===== src/rtl/spart_rx_fifo.sv =====
`default_nettype none
// ============================================================================
// Module   : spart_rx_fifo
// Purpose  : Buffered receive front-end for the SPART. Received bytes are
//            queued in a FIFO and read over the 32-bit memory-mapped bus
//            through four registers: DATA (byte pop), STATUS, WORD
//            (little-endian 4-byte pop) and CTRL (flush / clear overflow).
// Ports    : clk, rst_n          - clock, async active-low reset
//            rx_data_i/rx_valid_i - byte strobe from the receive shifter
//            addr_i/data_i        - bus address / write data
//            read_i/write_i       - level requests, held until ack
//            data_o/ack_o         - read data (0 when not acking) / ack pulse
//            rx_avail_o           - FIFO non-empty hint
// Revision : 1.0 - initial release
// ============================================================================
module spart_rx_fifo #(
  parameter int          DEPTH     = 16,
  parameter logic [31:0] BASE_ADDR = 32'h0000_0100
) (
  input  logic        clk,
  input  logic        rst_n,
  input  logic [7:0]  rx_data_i,
  input  logic        rx_valid_i,
  input  logic [31:0] addr_i,
  input  logic [31:0] data_i,
  input  logic        read_i,
  input  logic        write_i,
  output logic [31:0] data_o,
  output logic        ack_o,
  output logic        rx_avail_o
);

  localparam int AW = $clog2(DEPTH);
  localparam int CW = AW + 1;

  localparam logic [1:0] c_st_idle = 2'd0;
  localparam logic [1:0] c_st_resp = 2'd1;
  localparam logic [1:0] c_st_drop = 2'd2;

  localparam logic [1:0] c_reg_data   = 2'd0;
  localparam logic [1:0] c_reg_status = 2'd1;
  localparam logic [1:0] c_reg_word   = 2'd2;

  logic [1:0]    r_state;
  logic          r_is_read;
  logic [1:0]    r_reg;
  logic [1:0]    r_wdata;
  logic [AW-1:0] r_rd_ptr;
  logic [AW-1:0] r_wr_ptr;
  logic [CW-1:0] r_count;
  logic          r_ovf;
  logic [7:0]    r_mem [DEPTH];

  logic          w_match;
  logic          w_resp;
  logic          w_byte_avail;
  logic          w_word_avail;
  logic          w_full;
  logic          w_byte_pop;
  logic          w_word_pop;
  logic          w_flush;
  logic          w_ovf_clr;
  logic          w_push;
  logic          w_ovf_set;
  logic [31:0]   w_word;
  logic [31:0]   w_cnt32;
  logic [31:0]   w_rdata;
  logic          w_unused;

  // Bits of the bus that the register block never decodes.
  assign w_unused = ^{addr_i[1:0], data_i[31:2]};

  assign w_match      = (addr_i[31:4] == BASE_ADDR[31:4]);
  assign w_resp       = (r_state == c_st_resp);
  assign w_byte_avail = (r_count != '0);
  assign w_word_avail = (r_count >= CW'(4));
  assign w_full       = (r_count == CW'(DEPTH));
  assign w_cnt32      = 32'(r_count);

  // All side effects land on the clock edge that ends the RESP cycle.
  assign w_byte_pop = w_resp && r_is_read && (r_reg == c_reg_data) && w_byte_avail;
  assign w_word_pop = w_resp && r_is_read && (r_reg == c_reg_word) && w_word_avail;
  assign w_flush    = w_resp && !r_is_read && (r_reg == 2'd3) && r_wdata[0];
  assign w_ovf_clr  = w_resp && !r_is_read && (r_reg == 2'd3) && r_wdata[1];

  // A pop in the same cycle frees space, so a push into a full FIFO is
  // accepted then. Flush swallows any same-cycle byte without flagging it.
  assign w_push    = rx_valid_i && !w_flush && (!w_full || w_byte_pop || w_word_pop);
  assign w_ovf_set = rx_valid_i && !w_flush && w_full && !w_byte_pop && !w_word_pop;

  // Four consecutive bytes starting at the read pointer, oldest in the LSB.
  for (genvar k = 0; k < 4; k++) begin : g_word_bytes
    assign w_word[8*k +: 8] = r_mem[r_rd_ptr + AW'(k)];
  end

  always_comb begin
    w_rdata = 32'h0;
    if (r_is_read) begin
      case (r_reg)
        c_reg_data:   w_rdata = w_byte_avail ? {24'h0, r_mem[r_rd_ptr]} : 32'h0;
        c_reg_status: w_rdata = {16'h0, w_cnt32[7:0], 5'h0, r_ovf, w_word_avail, w_byte_avail};
        c_reg_word:   w_rdata = w_word_avail ? w_word : 32'h0;
        default:      w_rdata = 32'h0;
      endcase
    end
  end

  assign ack_o      = w_resp;
  assign data_o     = w_resp ? w_rdata : 32'h0;
  assign rx_avail_o = w_byte_avail;

  // Bus handshake: one RESP cycle per request, then DROP until the master
  // releases so a held request cannot pop twice.
  always_ff @(posedge clk or negedge rst_n) begin
    if (!rst_n) begin
      r_state   <= c_st_idle;
      r_is_read <= 1'b0;
      r_reg     <= 2'd0;
      r_wdata   <= 2'd0;
    end else begin
      case (r_state)
        c_st_idle: begin
          if (w_match && (read_i || write_i)) begin
            r_state   <= c_st_resp;
            r_is_read <= read_i;
            r_reg     <= addr_i[3:2];
            r_wdata   <= data_i[1:0];
          end
        end
        c_st_resp: r_state <= c_st_drop;
        c_st_drop: begin
          if (!read_i && !write_i) begin
            r_state <= c_st_idle;
          end
        end
        default: r_state <= c_st_idle;
      endcase
    end
  end

  always_ff @(posedge clk or negedge rst_n) begin
    if (!rst_n) begin
      r_rd_ptr <= '0;
      r_wr_ptr <= '0;
      r_count  <= '0;
      r_ovf    <= 1'b0;
    end else begin
      if (w_flush) begin
        r_rd_ptr <= '0;
        r_wr_ptr <= '0;
        r_count  <= '0;
      end else begin
        if (w_push) begin
          r_wr_ptr <= r_wr_ptr + AW'(1);
        end
        if (w_byte_pop) begin
          r_rd_ptr <= r_rd_ptr + AW'(1);
        end else if (w_word_pop) begin
          r_rd_ptr <= r_rd_ptr + AW'(4);
        end
        r_count <= r_count + CW'(w_push) - CW'(w_byte_pop)
                 - (w_word_pop ? CW'(4) : CW'(0));
      end
      if (w_ovf_set) begin
        r_ovf <= 1'b1;
      end else if (w_ovf_clr) begin
        r_ovf <= 1'b0;
      end
    end
  end

  // Storage needs no reset; emptiness is tracked by the count alone.
  always_ff @(posedge clk) begin
    if (w_push) begin
      r_mem[r_wr_ptr] <= rx_data_i;
    end
  end

endmodule
`default_nettype wire


===== config.mk =====
export PLATFORM = sky130hd
export DESIGN_NAME = spart_rx_fifo
export DESIGN_NICKNAME = d
export VERILOG_FILES = /design/src/rtl/spart_rx_fifo.sv
export SDC_FILE = /design/constraint.sdc
export NUM_CORES = 1
export LEC_CHECK = 0
export ABC_CLOCK_PERIOD_IN_PS = 3270
export BUFFER_PORTS_ARGS = -buffer_cell sky130_fd_sc_hd__buf_4
export CELL_PAD_IN_SITES_DETAIL_PLACEMENT = 1
export CELL_PAD_IN_SITES_GLOBAL_PLACEMENT = 2
export CORE_MARGIN = 3
export CORE_UTILIZATION = 30
export CTS_CLUSTER_SIZE = 25
export DETAILED_ROUTE_END_ITERATION = 8
export PLACE_DENSITY = 0.58
export SLEW_MARGIN = 20
export SYNTH_ARGS = -nofsm -noshare
export SYNTH_HDL_FRONTEND = slang
export SYNTH_SLANG_ARGS = --single-unit
export TNS_END_PERCENT = 30

===== constraint.sdc =====
create_clock -name clk -period 3.27 [get_ports clk]
set_input_delay 0 -clock clk [delete_from_list [all_inputs] [get_ports clk]]
set_output_delay 0 -clock clk [all_outputs]
set_load 0.02 [all_outputs]

## Word level (Yosys, flattened, before mapping)

Memory sizes are Yosys's and may differ from the RTL's.
Index checks and enable logic that the tools add are counted.

| storage, ports and cells | value |
|---|---|
| logic and storage cells | 80 |
| input bits | 77 |
| output and inout port bits | 34 |
| memories kept | 1 |
| bits in registers | 21 |
| memory bits (writable) | 128 |

Memories:

| memory | words | bits a word | read ports | clocked after memory_dff | wr ports | RTL line | text |
|---|---|---|---|---|---|---|---|
| r_mem | 16 | 8 | 4 | 0 | 1 | 52 | `logic [7:0] r_mem [DEPTH];` |

| operators by class | value |
|---|---|
| multiplexer cells | 19 |
| reductions and logical operators | 34 |
| add/subtract/negate cells | 8 |
| equality and inequality tests | 9 |
| magnitude comparators | 1 |

Operators by type and width:

| kind | count |
|---|---|
| $mux 32 | 3 |
| $pmux 32 s3 | 1 |
| $eq 28x5->1 const B | 1 |
| $mux 4 | 5 |
| $logic_and 1x1->1 | 16 |
| $add 4x1->4 const B | 2 |
| $add 4x2->4 const B | 2 |
| $mux 8 | 1 |
| $logic_not 1->1 | 7 |
| $eq 2x2->1 const B | 3 |
| $pmux 2 s3 | 1 |
| $add 5x1->5 | 1 |
| $eq 5x5->1 const B | 1 |
| $ge 5x3->1 const B | 1 |
| $mux 5 | 1 |
| $reduce_bool 5->1 | 1 |
| $sub 5x1->5 | 1 |
| $sub 5x3->5 | 1 |
| $add 4x3->4 const B | 1 |
| $eq 2x1->1 const B | 2 |
| $logic_not 2->1 | 2 |
| $mux 1 | 4 |
| $mux 2 | 2 |
| $ne 2x2->1 const B | 2 |
| 5 further kinds | 9 |

## Longest topological paths before layout

Gate-level depths: netlist (run 1).

| logic depth | value |
|---|---|
| word-level depth | 11 |
| mapped depth | 11 |
| depth with buffers taken out | 10 |

## Least setup slack after synthesis (run 1)

OpenSTA, ideal clock, no wires.

| path | value |
|---|---|
| path type | flip-flop to output port |
| from | register r_rd_ptr[1] |
| to | output port data_o[20] |
| buffers on the path | 4 |
| arrival time | 2.768 ns |
| slack | 0.502 ns |
| data required time | 3.270 ns |
| cell stages (with the launch flop) | 9 |
| path through | dfrtp_1 -> buf_2 -> inv_2 -> ha_1 -> buf_2 -> buf_1 -> buf_2 -> mux4_2 -> a211oi_1 |

| on the way | value |
|---|---|
| word-level cells in the longest chain between the ends | 6 |

Ends and longest elaborated chain:

| item | RTL line | text |
|---|---|---|
| start: declaration | 48 | `logic [AW-1:0] r_rd_ptr;` |
| start signal: assignment | 157 | `r_rd_ptr <= r_rd_ptr + AW'(1);` |
| start signal: assignment | 159 | `r_rd_ptr <= r_rd_ptr + AW'(4);` |
| $add 4x2->4 | 93 | `assign w_word[8*k +: 8] = r_mem[r_rd_ptr + AW'(k)];` |
| $mem_v2 16x8 | -- |  |
| $mux 32 | 102 | `c_reg_word: w_rdata = w_word_avail ? w_word : 32'h0;` |
| $pmux 32 s3 | 99 | `case (r_reg)` |
| $mux 32 | 98 | `if (r_is_read) begin` |
| $mux 32 | 109 | `assign data_o = w_resp ? w_rdata : 32'h0;` |
| end: declaration | 28 | `output logic [31:0] data_o,` |

Every way passes these cells.

## Worst setup path in the final report (run 1)

| path | value |
|---|---|
| from | register r_rd_ptr[0] |
| to | output port data_o[8] |

| on the way | value |
|---|---|
| word-level cells in the longest chain between the ends | 6 |

Ends and longest elaborated chain:

| item | RTL line |
|---|---|
| $add 4x1->4 | 93 |
| $mem_v2 16x8 | -- |
| $mux 32 | 102 |
| $pmux 32 s3 | 99 |
| $mux 32 | 98 |
| $mux 32 | 109 |

Every way passes these cells.

==> flow_summary.toml, run 1 <==
[route]
route.met2.wl_um = 16140
routed.top_layer = "met4"
vias_per_cell = 5.742
wl_per_cell_um = 27.79
wl_met1_um = 13420
wirelength_um = 31480
drt_pass1_iterations = 5
drtAntennaViolNets = 0
drt_iter0_markers = 572
vias = 6506
dr_wl_met3_um = 1356
drcViolationCount = 0

[setup_path]
slowest_delay_ps = 480
cpMostUsedCell = "buf_4"
crit_path_start = "r_rd_ptr[0]$_DFFE_PN0P_"
crit_chain = "buf_16 -> ha_1 -> xor2_2 -> buf_4 -> mux2i_1 -> nor3_1 -> a221o_1 -> buf_4"
slowest_stage = "dfrtp_4"
start_kind = "flip-flop"
crit_required_ps = 3270
critPathBufInv = 3
path_class = "flip-flop to output pin"
r2r-start = "r_count[0]$_DFF_PN0_"
crit_arrival_ps = 3050
end_kind = "output pin"
critical-path-top-delay-family = "buffers and inverters"
cp_max_fo = 57

[synthesis]
synth_xor_area_share_pct = 1.073
syn_inst = 603
yosysTopAreaCell = "edfxtp_1"
synth.avg_cell_area_um2 = 15.86
synth_top_family_by_area = "multiplexers"
synth-edff-count = 128
yosysSeqAreaShare_pct = 45.69
netlist_area_um2 = 9563
yosys_register_bits = 149
ys_types = 59
synth_compound_area_share_pct = 5.718
synth-simple-area-share_pct = 6.555
synth_fa_ha_area_share_pct = 2.041
synth_area_leaders = "edfxtp_1, mux4_2, dfrtp_1"
synthArstFlopShare_pct = 14.09
yosysWarnings = 0
synth.mux.area_fraction_pct = 35.23
synthFlopType = "edfxtp_1"
netlist.area_leader.share_pct = 40.19
synth_nets = 695

[sta]
relSlewSlack_pct = 42.31
setup_viol = 0
finalClockSkew_ps = 10.05
fin_setup_tns_ps = 0
fmax_mhz = 327.7
rsz0062_at_grt = "false"
finalMaxSlewViolations = 0
tightest_slew_ps = 865.4
post-route-min-period_ps = 3052
post-route-period-util_pct = 93.33
hold_violations = 0

[placement]
numPortBuffers = 78
gp_congestion = 0.7740
dp_hpwl_um = 21510

[clock_tree]
clkSinkCount = 149
tritoncts = "done"
htree_levels = 4
cts_made_buffers = 17
clock-root-buffer = "clkbuf_16"
clockBufferDepth = 2
clk_pin_slew_ps = 60
clock_latency_ps = 430

[floorplanning]
io_pins = 111
initial_utilization_pct = 30.86
core_um2 = 30990
die_w_um = 184.5
rows = 64
fp.dieH_um = 184.5
die_area_um2 = 34060

[layout]
largest_register_ffs = 128
layout_commonest_cell = "edfxtp_1"
areaGrowthSynthToFinish_pct = 22.14
antenna_cells = 0
top_regs = "r_mem x128, r_count x5"
top_register = "r_mem"
mostFrequentLayoutCells = "edfxtp_1, buf_4, mux4_2, mux2i_1"
layout-drive-gt1-share_pct = 41.93
fin_nets = 816
nFillCells = 3121

[job]
maxCapViolCount = 0

[power]
clockPowerShare_pct = 39.6
pwr-share-comb_pct = 16.9
p_switching_mw = 1.549
p_leak_nw = 3.906
p_int_mw = 4.188
power_density_nw_per_um2 = 491.2
swShare_pct = 27.00
peakVddDrop_uv = 252.7
seqPwrFrac_pct = 43.6
finalPower_mw = 5.737

[worst_hold_path]
hold_path.class = "primary input to asynchronous set/reset pin"

[global_route]
grt_max_degree = 58
overflow = 0
grt_pass1_vias = 6789
antenna_found_initial = 0
grt_usage_pct = 18.77
grt_pass1_wl_um = 46260

[run_status]
status = "complete, no violations"
[area by class of cell]
cell class / instances / area, um^2 / area share, %
Clock buffer: 18 / 429.2 / 3.674
Inverter: 16 / 60.06 / 0.5142
Sequential cell: 149 / 4374 / 37.45
Clock inverter: 14 / 249.0 / 2.132
Timing Repair Buffer: 146 / 1204 / 10.31
Tap cell: 396 / 495.5 / 4.242
Multi-Input combinational cell: 394 / 4868 / 41.68
[metrics by stage]
stage	setup WS [ps]	hold WS, ps	std cells	cell area, um^2	utilization, %
6_report	218.3	11.17	1133	11680	37.69
5_1_grt	95.21	40.17	1133	11680	37.69
4_1_cts	8.805	17.10	1128	11640	37.57
3_5_place_dp	420.5	-74.68	1075	10720	34.61
3_3_place_gp	429.3	-80.28	1075	10720	34.61
2_1_floorplan	501.7	-295.6	603	9563	-
[power by group through the flow]
stage | Combinational [mW] | Clock [mW] | Sequential, mW
5_1_grt | 1.07 | 2.40 | 2.53
3_5_place_dp | 0.961 | 0 | 2.54
3_3_place_gp | 0.931 | 0 | 2.52
6_report | 0.967 | 2.27 | 2.50
4_1_cts | 0.986 | 2.31 | 2.50
2_1_floorplan | 0.606 | 0 | 2.45
[final timing paths]
| kind | depth (start not counted) | slack [ps] | end |
|---|---|---|---|
| hold / removal | 2 | 10 | r_reg[0]$_DFFE_PN0P_ |
| setup reg to reg | 8 | 440 | r_count[2]$_DFF_PN0_ |
| setup / recovery | 8 | 220 | data_o[8] |
| max in group asynchronous | 2 | 2990 | r_rd_ptr[0]$_DFFE_PN0P_ |
| min in group clk | 5 | 170 | r_reg[1]$_DFFE_PN0P_ |
| hold reg to reg | 1 | 510 | r_ovf$_DFFE_PN0P_ |
[synth_stat cells (2+ instances only)]
master / n
edfxtp_1: 128
mux4_2: 119
mux2i_1: 43
a211oi_1: 21
dfrtp_1: 21
nor2b_1: 21
nor2_1: 19
buf_2: 18
mux2_2: 18
and2_1: 15
inv_1: 15
ha_1: 14
nor3_1: 13
a21oi_1: 11
nand2_1: 10
buf_6: 8
o21ai_0: 8
nor4_1: 7
a21o_1: 6
buf_4: 6
clkbuf_1: 6
nand3_1: 6
a221o_1: 5
mux2_1: 5
buf_1: 4
xnor2_1: 4
xor2_1: 4
a22oi_1: 3
a31oi_1: 3
nor4b_1: 3
o21a_1: 3
or3_1: 3
buf_8: 2
nand4_1: 2
nand4bb_1: 2
o21ba_2: 2
o22ai_1: 2
o31a_1: 2
[worst reg2reg max path, delay by kind of cell, from the launching register on]
family / cells / cell delay (ps)
buffers and inverters: 1 / 90
and+or+nand+nor: 4 / 1370
adders and majority gates: 3 / 850
DFF: 1 / 460
[routing by layer]
metal | up-vias | global-route usage, %
met2 | 201 | 32.31
met5 | - | 0
met4 | 0 | 5.201
li1 | 2774 | -
met3 | 37 | 2.625
met1 | 3494 | 24.90
[cell families (layout without fill, tap and decap cells)]
group                      after synthesis  count (layout)
AOI/OAI and AO/OA                       74              74
xor gates and xnor gates                10              10
adders and majority gates               15              15
buffers and inverters                   60             194
DFF                                    149             149
muxes                                  185             185
and+or+nand+nor                        110             110
[repair_timing]
item / in CTS / in global routing
endpoints found under the hold margin: 157 / 0
hold buffers: 20 / 0
resized for setup: 1 / 0
pin swaps: 0 / 1
setup buffers: 0 / 5
cloned: 1 / 0
setup endpoints to repair: 5 / 4
No activity file was read; power rests on OpenSTA's default activity.
==> run 2, diff against run 1 <==
--- a/config.mk
+++ b/config.mk
@@ -11,6 +11,7 @@
 export CELL_PAD_IN_SITES_GLOBAL_PLACEMENT = 2
 export CORE_MARGIN = 3
 export CORE_UTILIZATION = 30
+export CTS_BUF_LIST = sky130_fd_sc_hd__clkbuf_8 sky130_fd_sc_hd__clkbuf_16
 export CTS_CLUSTER_SIZE = 25
 export DETAILED_ROUTE_END_ITERATION = 8
 export PLACE_DENSITY = 0.58
==> flow_summary.toml, run 2 (synthesis gave the netlist of run 1 again) <==
[run_status]
status = "complete, no violations"

[clock_tree]
clk_pin_slew_ps = 60
clockBufferDepth = 2
tritoncts = "done"
clock-root-buffer = "clkbuf_16"
htree_levels = 4
clock_latency_ps = 430
clkSinkCount = 149
cts_made_buffers = 17

[setup_path]
end_kind = "output pin"
crit_arrival_ps = 3050
r2r-start = "r_state[1]$_DFFE_PN0P_"
cpMostUsedCell = "buf_4"
cp_max_fo = 57
critical-path-top-delay-family = "buffers and inverters"
crit_required_ps = 3270
critPathBufInv = 3
slowest_delay_ps = 480
crit_chain = "buf_16 -> ha_1 -> xor2_2 -> buf_4 -> mux2i_1 -> nor3_1 -> a221o_1 -> buf_4"
cp.depth = 8
ff2ff_setup_slack_ps = 450
r2r_cells = 4
start_kind = "flip-flop"
slowest_stage = "dfrtp_4"
path_class = "flip-flop to output pin"
reg2reg_to = "r_mem[9][4]$_DFFE_PP_"

[power]
power_density_nw_per_um2 = 490.7
p_leak_nw = 3.910
peakVddDrop_uv = 252.0

[layout]
fin_nets = 816
antenna_cells = 0
layout_commonest_cell = "edfxtp_1"
layout-drive-gt1-share_pct = 41.93
areaGrowthSynthToFinish_pct = 22.14
mostFrequentLayoutCells = "edfxtp_1, buf_4, mux4_2, mux2i_1"
largest_register_ffs = 128
top_regs = "r_mem x128, r_count x5"
nFillCells = 3121
top_register = "r_mem"

[floorplanning]
die_w_um = 184.5
initial_utilization_pct = 30.86
die_area_um2 = 34060
fp.dieH_um = 184.5
io_pins = 111
rows = 64
core_um2 = 30990

[global_route]
antenna_found_initial = 0
grt_usage_pct = 18.77
grt_pass1_vias = 6789
overflow = 0
grt_max_degree = 58
grt_pass1_wl_um = 46260

[route]
drt_iter0_markers = 577
vias_per_cell = 5.732
drtAntennaViolNets = 0
wirelength_um = 31490
drcViolationCount = 0
vias = 6494
drt_pass1_iterations = 5
wl_per_cell_um = 27.79

[sta]
fmax_mhz = 328.3
post-route-period-util_pct = 93.14
fin_setup_tns_ps = 0
setup_viol = 0
rsz0062_at_grt = "false"
finalMaxSlewViolations = 0
hold_violations = 0
post-route-min-period_ps = 3046
setup_ws_ps = 224.2
tightest_slew_ps = 871.7
relSlewSlack_pct = 41.88
finalClockSkew_ps = 10.03

[placement]
gp_congestion = 0.7740
dp_hpwl_um = 21510
dp_slack_ps = 420.5
numPortBuffers = 78

[job]
maxCapViolCount = 0

[worst_hold_path]
hold_path.class = "primary input to asynchronous set/reset pin"
-- run 2: how the worst max path moves through the flow --
stage / to / from
2_1_floorplan: data_o[20] / r_rd_ptr[1]$_DFFE_PN0P_
3_3_place_gp: data_o[8] / r_rd_ptr[0]$_DFFE_PN0P_
3_5_place_dp: data_o[9] / r_rd_ptr[0]$_DFFE_PN0P_
4_1_cts: data_o[27] / r_rd_ptr[0]$_DFFE_PN0P_
5_1_grt: data_o[8] / r_rd_ptr[0]$_DFFE_PN0P_
6_report: data_o[8] / r_rd_ptr[0]$_DFFE_PN0P_
-- run 2: power breakdown --
part	internal [mW]	total, mW	switching, mW
registers	2.30	2.50	0.202
clock network	1.44	2.27	0.825
logic	0.447	0.966	0.519
-- run 2: metal layers --
layer / vias to the layer above / track usage, % / routed length (um)
li1: 2775 / - / -
met1: 3489 / 24.90 / 13420
met2: 193 / 32.31 / 16130
met3: 37 / 2.625 / 1377
met4: 0 / 5.201 / 564
met5: - / 0 / 0
-- run 2: layout make-up --
class / instances / area [um^2] / area share (%)
Clock buffer: 17 / 425.4 / 3.642
Clock inverter: 15 / 252.7 / 2.164
Multi-Input combinational cell: 394 / 4868 / 41.68
Inverter: 16 / 60.06 / 0.5142
Timing Repair Buffer: 146 / 1204 / 10.31
Sequential cell: 149 / 4374 / 37.45
Tap cell: 396 / 495.5 / 4.242
-- run 2: repair_timing --
item	CTS	global route
gates resized for setup	1	0
endpoints found under the setup margin	5	4
pin swaps	0	1
setup buffers	0	5
cloned	1	0
hold endpoints to repair	157	0
hold buffers	20	0
-- run 2: through the flow --
step / instances / power, mW / hold slack (ps) / cell area [um^2] / util (%)
finish: 1133 / 5.732 / 11.89 / 11680 / 37.69
global placement: 1075 / 3.451 / -80.28 / 10720 / 34.61
floorplan: 603 / 3.056 / -295.6 / 9563 / -
CTS: 1128 / 5.791 / 17.10 / 11640 / 37.57
global route: 1133 / 5.987 / 40.17 / 11680 / 37.69
detailed placement: 1075 / 3.498 / -74.68 / 10720 / 34.61
==> run 3, diff against run 2 <==
--- a/config.mk
+++ b/config.mk
@@ -15,6 +15,7 @@
 export CTS_CLUSTER_SIZE = 25
 export DETAILED_ROUTE_END_ITERATION = 8
 export PLACE_DENSITY = 0.58
+export REMOVE_ABC_BUFFERS = 1
 export SLEW_MARGIN = 20
 export SYNTH_ARGS = -nofsm -noshare
 export SYNTH_HDL_FRONTEND = slang
==> flow_summary.toml, run 3 (synthesis gave the netlist of run 1 again) <==
[run_status]
status = "complete, no violations"

[layout]
regArea_um2 = 4375
nFillCells = 3135
top_register = "r_mem"
layout_commonest_cell = "edfxtp_1"
layout-drive-gt1-share_pct = 42.08
fin_nets = 818
layout.cells.non_filler = 1135
multi_input_area_um2 = 4876
largest_register_ffs = 128
top_regs = "r_mem x128, r_count x5"
antenna_cells = 0
mostFrequentLayoutCells = "edfxtp_1, buf_4, mux4_2, mux2i_1"
areaGrowthSynthToFinish_pct = 20.65
stdcell_area_um2 = 11540

[sta]
fmax_mhz = 325.6
tightest_slew_ps = 815.7
post-route-min-period_ps = 3072
finalClockSkew_ps = 12.00
finalMaxSlewViolations = 0
rsz0062_at_grt = "false"
hold_violations = 0
post-route-period-util_pct = 93.94
relSlewSlack_pct = 45.20
setup_viol = 0

[clock_tree]
clock_latency_ps = 430
htree_levels = 4
cts_resized = 0
clk_pin_slew_ps = 60
cts_made_buffers = 17
cts_setup_buffers = 0
tritoncts = "done"
clkSinkCount = 149
clock-root-buffer = "clkbuf_16"
clockBufferDepth = 2

[route]
vias = 6458
vias_per_cell = 5.690
drcViolationCount = 0
drt_iter0_markers = 438
drt_pass1_iterations = 4
wl_per_cell_um = 27.75
drtAntennaViolNets = 0
wirelength_um = 31500

[worst_hold_path]
hold_path.class = "primary input to asynchronous set/reset pin"

[global_route]
grt_pass1_vias = 6778
antenna_found_initial = 0
grt_pass1_wl_um = 45950
grt_usage_pct = 18.77
grt_max_degree = 75
overflow = 0

[power]
pwr-share-comb_pct = 18.3
p_switching_mw = 1.573
p_leak_nw = 3.851
finalPower_mw = 5.311
swShare_pct = 29.62
clockPowerShare_pct = 34.6
seqPwrFrac_pct = 47.1
p_int_mw = 3.738
power_density_nw_per_um2 = 460.3
peakVddDrop_uv = 289.8

[floorplanning]
initial_utilization_pct = 30.86
die_w_um = 184.5
rows = 64
die_area_um2 = 34060
fp.dieH_um = 184.5
io_pins = 111
core_um2 = 30990

[placement]
dp_cells = 1082
numPortBuffers = 78
dp_hpwl_um = 21750
gp_congestion = 0.8427
placed_area_um2 = 10790

[setup_path]
reg2reg_to = "r_count[3]$_DFF_PN0_"
slowest_delay_ps = 510
end_kind = "output pin"
slowest_stage = "ha_2"
ff2ff_setup_slack_ps = 610
r2r_cells = 10
crit_chain = "inv_1 -> ha_2 -> buf_4 -> mux4_2 -> mux2_2 -> a221o_1 -> buf_4"
cpMostUsedCell = "buf_4"
r2r-start = "r_state[1]$_DFFE_PN0P_"
cp_max_fo = 21
crit_required_ps = 3270
start_kind = "flip-flop"
path_class = "flip-flop to output pin"
crit_arrival_ps = 3070

[job]
maxCapViolCount = 0
==> run 3: cell types whose count changed in the layout (fill, tap and decap cells not counted), sizes merged <==
cell         previous run  this run
clkinv                  2         6
buf                   125       127
inv                    20        25
clkinvlp                3         0
bufinv                  6         0
dlygate4sd3            20        21
bufbuf                  1         0
==> run 3: stage by stage <==
| stage | worst slack [ps] | utilization, % | TNS, ps | hold WS (ps) |
|---|---|---|---|---|
| CTS | 153.4 | 37.23 | 0 | 2.190 |
| finish | 198.3 | 37.23 | 0 | 14.14 |
| detailed placement | 630.0 | 34.80 | 0 | -81.74 |
| global route | 77.60 | 37.23 | 0 | 48.20 |
| global placement | 637.0 | 34.80 | 0 | -84.02 |
| floorplan | -4628 | - | -118910 | -295.6 |
==> run 3: layout make-up <==
class                   instances  area share, %
clock buffers                  17          3.687
clock inverters                15          1.009
inverters                      16         0.5206
multi-input cells             394          42.26
flip-flops and latches        149          37.92
well taps                     396          4.295
repair buffers                148          10.30
==> run 3: worst max-delay path by stage <==
stage                             from  depth (start not counted)              endpoint
2_1_floorplan  r_rd_ptr[0]$_DFFE_PN0P_                          6            data_o[24]
3_3_place_gp    r_state[1]$_DFFE_PN0P_                         10  r_count[3]$_DFF_PN0_
3_5_place_dp    r_state[1]$_DFFE_PN0P_                         10  r_count[3]$_DFF_PN0_
4_1_cts        r_rd_ptr[0]$_DFFE_PN0P_                          7            data_o[12]
5_1_grt        r_rd_ptr[0]$_DFFE_PN0P_                          7            data_o[12]
6_report       r_rd_ptr[0]$_DFFE_PN0P_                          7            data_o[12]
==> run 3: power groups by stage <==
stage / combinational (mW) / clock (mW) / sequential, mW
6_report: 0.973 / 1.84 / 2.50
2_1_floorplan: 0.603 / 0 / 2.45
3_3_place_gp: 0.937 / 0 / 2.52
5_1_grt: 1.08 / 1.96 / 2.53
4_1_cts: 0.991 / 1.88 / 2.49
3_5_place_dp: 0.967 / 0 / 2.53
==> run 3: routing by layer <==
layer / track usage (%) / wire length [um] / vias to the layer above
met2: 30.20 / 15300 / 196
met4: 6.199 / 788 / 0
met3: 2.881 / 1413 / 48
met1: 26.16 / 14000 / 3445
li1: - / - / 2769
met5: 0 / 0 / -
==> run 3: repair_timing <==
item | in CTS | in global routing
hold endpoints to repair | 158 | 0
endpoints found under the setup margin | 0 | 0
hold buffers | 21 | 0
==> run 3: critical path: cells and delay by family (launching register included) <==
kind                     cells  cell delay (ps)
buffers and inverters        3              640
multiplexers                 2              640
adder cells (fa/ha/maj)      1              510
flip-flops                   1              460
AO/OA/AOI/OAI                1              380
